===== src/rtl/button_pkg.sv =====
// Shared types and defaults for the push-button debouncer.
package button_pkg;

  // Debounce FSM states, 2-bit encoding
  typedef enum logic [1:0] {
    S_IDLE      = 2'd0,
    S_PRESS_CHK = 2'd1,
    S_HELD      = 2'd2,
    S_REL_CHK   = 2'd3
  } state_t;

  localparam int unsigned DEFAULT_DEBOUNCE_CYCLES = 16;
  localparam int unsigned DEFAULT_LONG_CYCLES     = 64;
  localparam int unsigned DEFAULT_CNT_W           = 7;

  function automatic int unsigned max_u(input int unsigned a, input int unsigned b);
    return (a > b) ? a : b;
  endfunction

endpackage


===== src/rtl/sync_2ff.sv =====
// Generic two-flop synchroniser for asynchronous inputs, synchronous reset.
module sync_2ff #(
  parameter int unsigned WIDTH = 1
) (
  input  logic             clk,
  input  logic             i_reset,
  input  logic [WIDTH-1:0] i_d,
  output logic [WIDTH-1:0] o_q
);

  logic [WIDTH-1:0] s1;
  logic [WIDTH-1:0] s2;

  // Two back-to-back flops to resolve metastability
  always_ff @(posedge clk) begin
    if (i_reset) begin
      s1 <= '0;
      s2 <= '0;
    end else begin
      s1 <= i_d;
      s2 <= s1;
    end
  end

  assign o_q = s2;

endmodule


===== src/rtl/button_debounce.sv =====
// Push-button synchroniser, debouncer and edge detector.
// Optional long-press strobe enabled by macro BUTTON_DEBOUNCE_LONGPRESS_EN;
// without it o_long_pulse is tied low.
module button_debounce
  import button_pkg::*;
#(
  parameter int unsigned DEBOUNCE_CYCLES = DEFAULT_DEBOUNCE_CYCLES,
  parameter int unsigned LONG_CYCLES     = DEFAULT_LONG_CYCLES,
  parameter int unsigned CNT_W           = DEFAULT_CNT_W
) (
  input  logic clk,
  input  logic i_reset,
  input  logic i_btn,
  output logic o_btn_level,
  output logic o_press_pulse,
  output logic o_release_pulse,
  output logic o_long_pulse
);

  if (((2 ** CNT_W) <= max_u(DEBOUNCE_CYCLES, LONG_CYCLES)) || (DEBOUNCE_CYCLES < 2)) begin : g_param_check
    $error("button_debounce: CNT_W too small or DEBOUNCE_CYCLES < 2");
  end

  localparam logic [CNT_W-1:0] DEB_LAST = CNT_W'(DEBOUNCE_CYCLES - 1);
  localparam logic [CNT_W-1:0] CNT_ONE  = CNT_W'(1);

  logic       btn_s2;
  state_t     state_q, state_d;
  logic [CNT_W-1:0] cnt_q, cnt_d;
  logic       level_q, level_d;
  logic       press_q, press_d;
  logic       release_q, release_d;

  sync_2ff #(.WIDTH(1)) u_sync (
    .clk     (clk),
    .i_reset (i_reset),
    .i_d     (i_btn),
    .o_q     (btn_s2)
  );

  // State, debounce counter and registered outputs
  always_ff @(posedge clk) begin
    if (i_reset) begin
      state_q   <= S_IDLE;
      cnt_q     <= '0;
      level_q   <= 1'b0;
      press_q   <= 1'b0;
      release_q <= 1'b0;
    end else begin
      state_q   <= state_d;
      cnt_q     <= cnt_d;
      level_q   <= level_d;
      press_q   <= press_d;
      release_q <= release_d;
    end
  end

  // Next-state, debounce count and strobe generation
  always_comb begin
    state_d   = state_q;
    cnt_d     = cnt_q;
    level_d   = level_q;
    press_d   = 1'b0;
    release_d = 1'b0;
    case (state_q)
      S_IDLE: begin
        level_d = 1'b0;
        if (btn_s2) begin
          state_d = S_PRESS_CHK;
          cnt_d   = CNT_ONE;
        end
      end
      S_PRESS_CHK: begin
        if (!btn_s2) begin
          state_d = S_IDLE;
          cnt_d   = '0;
        end else if (cnt_q == DEB_LAST) begin
          state_d = S_HELD;
          cnt_d   = '0;
          level_d = 1'b1;
          press_d = 1'b1;
        end else if (cnt_q < DEB_LAST) begin
          cnt_d = cnt_q + 1'b1;
        end
      end
      S_HELD: begin
        level_d = 1'b1;
        if (!btn_s2) begin
          state_d = S_REL_CHK;
          cnt_d   = CNT_ONE;
        end
      end
      S_REL_CHK: begin
        if (btn_s2) begin
          state_d = S_HELD;
          cnt_d   = '0;
        end else if (cnt_q == DEB_LAST) begin
          state_d   = S_IDLE;
          cnt_d     = '0;
          level_d   = 1'b0;
          release_d = 1'b1;
        end else if (cnt_q < DEB_LAST) begin
          cnt_d = cnt_q + 1'b1;
        end
      end
      default: begin
        state_d = S_IDLE;
        cnt_d   = '0;
        level_d = 1'b0;
      end
    endcase
  end

  assign o_btn_level     = level_q;
  assign o_press_pulse   = press_q;
  assign o_release_pulse = release_q;

`ifdef BUTTON_DEBOUNCE_LONGPRESS_EN
  localparam logic [CNT_W-1:0] LONG_LAST = CNT_W'(LONG_CYCLES - 1);
  localparam logic [CNT_W-1:0] LONG_SAT  = CNT_W'(LONG_CYCLES);

  logic [CNT_W-1:0] long_q, long_d;
  logic             long_pulse_q, long_pulse_d;

  // Long-press counter and strobe registers
  always_ff @(posedge clk) begin
    if (i_reset) begin
      long_q       <= '0;
      long_pulse_q <= 1'b0;
    end else begin
      long_q       <= long_d;
      long_pulse_q <= long_pulse_d;
    end
  end

  // Count only while staying in S_HELD; a bounce through S_REL_CHK pauses
  // without clearing, so the once-per-press strobe cannot retrigger.
  always_comb begin
    long_d       = long_q;
    long_pulse_d = 1'b0;
    if ((state_q == S_PRESS_CHK) && (state_d == S_HELD)) begin
      long_d = '0;
    end else if ((state_q == S_REL_CHK) && (state_d == S_IDLE)) begin
      long_d = '0;
    end else if ((state_q == S_HELD) && (state_d == S_HELD)) begin
      if (long_q == LONG_LAST) begin
        long_d       = LONG_SAT;
        long_pulse_d = 1'b1;
      end else if (long_q < LONG_LAST) begin
        long_d = long_q + 1'b1;
      end
    end
  end

  assign o_long_pulse = long_pulse_q;
`else
  assign o_long_pulse = 1'b0;
`endif

endmodule


===== config.mk =====
export PLATFORM = sky130hd
export DESIGN_NAME = button_debounce
export DESIGN_NICKNAME = d
export VERILOG_FILES = /design/src/rtl/button_pkg.sv /design/src/rtl/sync_2ff.sv /design/src/rtl/button_debounce.sv
export SDC_FILE = /design/constraint.sdc
export NUM_CORES = 1
export LEC_CHECK = 0
export BUFFER_PORTS_ARGS = -buffer_cell sky130_fd_sc_hd__buf_2
export CAP_MARGIN = 20
export CORE_MARGIN = 2
export CORE_UTILIZATION = 55
export DETAILED_ROUTE_END_ITERATION = 8
export GPL_ROUTABILITY_DRIVEN = 0
export GPL_TIMING_DRIVEN = 0
export PLACE_DENSITY = 0.75
export SYNTH_ARGS = -nofsm -noshare
export SYNTH_HDL_FRONTEND = slang
export SYNTH_SLANG_ARGS = --single-unit

===== constraint.sdc =====
create_clock -name clk -period 1.8 [get_ports clk]
set_input_delay 0.27 -clock clk [delete_from_list [all_inputs] [get_ports clk]]
set_output_delay 0.27 -clock clk [all_outputs]
set_load 0.01 [all_outputs]

==> summary.txt <==
Drt initial violations -> 2
DRC Markers -> 0
Synth cell types -> 34
Worst-skew pair later-pin latency -> 0.27 ns
Area Growth Syn to Fin -> 8.48%
Initial core utilization -> 57.0%
Power, Total -> 640 uW
Synth Area per Inst -> 9.15 sq um
Combinational power share -> 19.7%
Maximum root-to-sink buffer count -> 2
Post-Syn Nets -> 87
Core area -> 1270 sq um
Antenna violations before repair -> 0
Die W -> 40.3 um
Sequential power share -> 54.2%
CTS buffer count -> 3
Vias/cell -> 5.62
Largest net degree at the start of global routing -> 11
GR Layer Usage met3 -> 3.33%
Synth Instances -> 79
Crit path DAT -> 1.83 ns
Startpoint types -> flip-flop
Final Critical Period -> 1.62 ns
Post-Route Skew -> 0.00369 ns
Grt ovf -> 0
Leading area contributor after synthesis -> dfxtp_1
GR peak layer -> met2
Synth area leaders -> dfxtp_1, ha_1, a21oi_1
Gr usage total -> 19.6%
Avg WL per Cell -> 12.7 um
CTS clock-pin slew for the worst setup and hold paths -> 0.08 ns
Met1 GRT Util -> 28.5%
Psw -> 183 uW
Post-CTS Setup Bufs -> 0
Hold-fix buffers, CTS -> 0
Fin worst setup slack -> 0.178 ns
Sequential fraction of the synthesis area -> 38.8%
DIE HEIGHT -> 40.3 um
Final critical-path share of the clock period -> 90.1%
Outcome -> finished, final reports clean
CP top delay family -> compound AO/OA/AOI/OAI gates
Crit path top cell by count -> a21o_1
H-tree levels -> 1
Sw frac -> 28.6%
Row cnt -> 13
Via count -> 568
Power per cell area -> 816 nW/um^2
I/O pin cnt -> 7
Setup violations, final -> 0
Max FO, Critical Path -> 8
Clock sink count -> 14
Synth top area share -> 38.8%
WL final -> 1280 um
Setup CP Type -> reg2reg
Slowest stage cell on the critical path -> dfxtp_1
Final Hold Fails -> 0
First-pass GRT wire length -> 2120 um
Final number of max-transition violations -> 0
Peak VDD IR -> 474 uV
Post-Place Worst Slack -> 0.189 ns
P_int -> 457 uW
Antenna cell count -> 0
Max frequency -> 617 MHz
Vias in the first global route -> 492
Post-DP HPWL -> 931 um
Delay of the slowest cell on the worst path -> 0.39 ns
RSZ-0062 raised after global routing -> no
Port Buf Inserts -> 4
Fill count -> 117
Full die area -> 1620 sq um
Hold Path Class -> in2reg
Syn Std Cell Area -> 723 sq um
Post-route design area -> 785 sq um
#FFs+latches synth -> 14
Critical path required time -> 2.00 ns
Worst setup EP type -> flip-flop
Resized Gates After CTS -> 0
DR pass1 iterations -> 3
Layout cells sized above 1 -> 15.1%
Setup TNS -> 0 ns
Buf/Inv on CP -> 0
Worst-path cell chain -> ha_1 -> and3_1 -> a21o_1 -> a21o_1 -> nor3_2
M2 GR Usage -> 28.6%
Nets@finish -> 96
Clk pwr share -> 26.1%
P_leak -> 0.300 nW
Synthesis Warnings -> 0
Max-cap viol count -> 0
Detail Route Antenna Nets -> 0
DP Area -> 762 sq um
CTS tree -> yes
Clk root buf -> clkbuf_4
power by group through the flow:
| stage | sequential (mW) | clock (mW) | combinational (mW) |
|---|---|---|---|
| after floorplan | 0.351 | 0 | 0.0992 |
| after global placement | 0.353 | 0 | 0.122 |
| after detailed placement | 0.355 | 0 | 0.125 |
| after CTS | 0.347 | 0.176 | 0.126 |
| after global routing | 0.350 | 0.186 | 0.142 |
| final | 0.347 | 0.167 | 0.126 |
cells in the mapped netlist:
master	instances
dfxtp_1	14
a21oi_1	8
nor2_1	6
ha_1	5
nand3_1	5
inv_1	4
nand2_1	3
a21o_1	2
nand2b_1	2
nor2b_1	2
nor3_1	2
nor4_1	2
o21ai_0	2
o31ai_1	2
a211o_1	1
a211oi_1	1
a22oi_1	1
a31oi_1	1
a41oi_1	1
and2_4	1
and3_1	1
and4_1	1
buf_4	1
buf_6	1
clkbuf_1	1
conb_1	1
mux2i_1	1
mux2i_4	1
nand4_1	1
nor3_2	1
nor3_4	1
nor4b_1	1
o211ai_1	1
o311ai_0	1
layout make-up:
type                    instances  area, sq um  share of cell area, %
plain buffers                   3         22.5                   2.87
clock buffers                   3         22.5                   2.87
inverters                       4         15.0                   1.91
multi-input cells              58          405                   51.7
flip-flops and latches         14          280                   35.7
well taps                      15         18.8                   2.39
repair buffers                  4         20.0                   2.55
stage by stage:
step                hold slack, ns  utilization, %  cells
finish                       0.214            61.8    101
global route                 0.221            61.8    101
CTS                          0.215            61.8    101
detailed placement           0.449            60.1     98
global placement             0.420            60.1     98
floorplan                    0.398               -     79
state kept, by name, summed over array words and instances, names as in the netlist, named ones only:
| name | cells |
|---|---|
| u_sync.o_q | 1 |
| cnt_q | 7 |
| o_release_pulse | 1 |
| state_q | 1 |
| o_press_pulse | 1 |
| u_sync.s1 | 1 |
| o_btn_level | 1 |
cell usage in the layout (no fill, tap or decap):
cell type	count
a21o_1	2
o31ai_1	2
a31oi_1	1
dfxtp_1	14
a211oi_1	1
a211o_1	1
a22oi_1	1
nor3_2	1
nor4_1	2
o311ai_0	1
clkbuf_4	3
o21ai_0	2
mux2i_1	1
conb_1	1
nand4_1	1
and4_1	1
buf_6	1
nor2b_1	2
o211ai_1	1
nand2_1	3
nand3_1	5
buf_2	4
clkbuf_1	1
and2_4	1
nor3_1	2
ha_1	5
nor4b_1	1
inv_1	4
a41oi_1	1
and3_1	1
nor2_1	6
nor3_4	1
buf_4	1
mux2i_4	1
nand2b_1	2
a21oi_1	8
final timing paths:
check	from	endpoint	slack (ns)	cells past startpoint
setup / recovery	cnt_q[0]	cnt_q[2]	0.18	5
hold / removal	i_btn	u_sync.s1	0.21	2
setup reg to reg	cnt_q[0]	cnt_q[2]	0.18	5
hold reg to reg	u_sync.s1	u_sync.o_q	0.46	1
cells by family after synthesis:
family                   Yosys count  synth area share (%)
flip-flops                        14                  38.8
AND/OR/NAND/NOR                   29                  23.7
other                              1                 0.519
adder cells (fa/ha/maj)            5                  8.65
buffers and inverters              7                  5.19
multiplexers                       2                  4.50
AO/OA/AOI/OAI                     21                  18.7
routing by layer:
layer	up-vias	wire length (um)
met3	2	21
met2	4	558
li1	302	-
met1	260	692
met4	0	10
met5	-	0
Note: power is estimated with default switching activity, not from simulation.
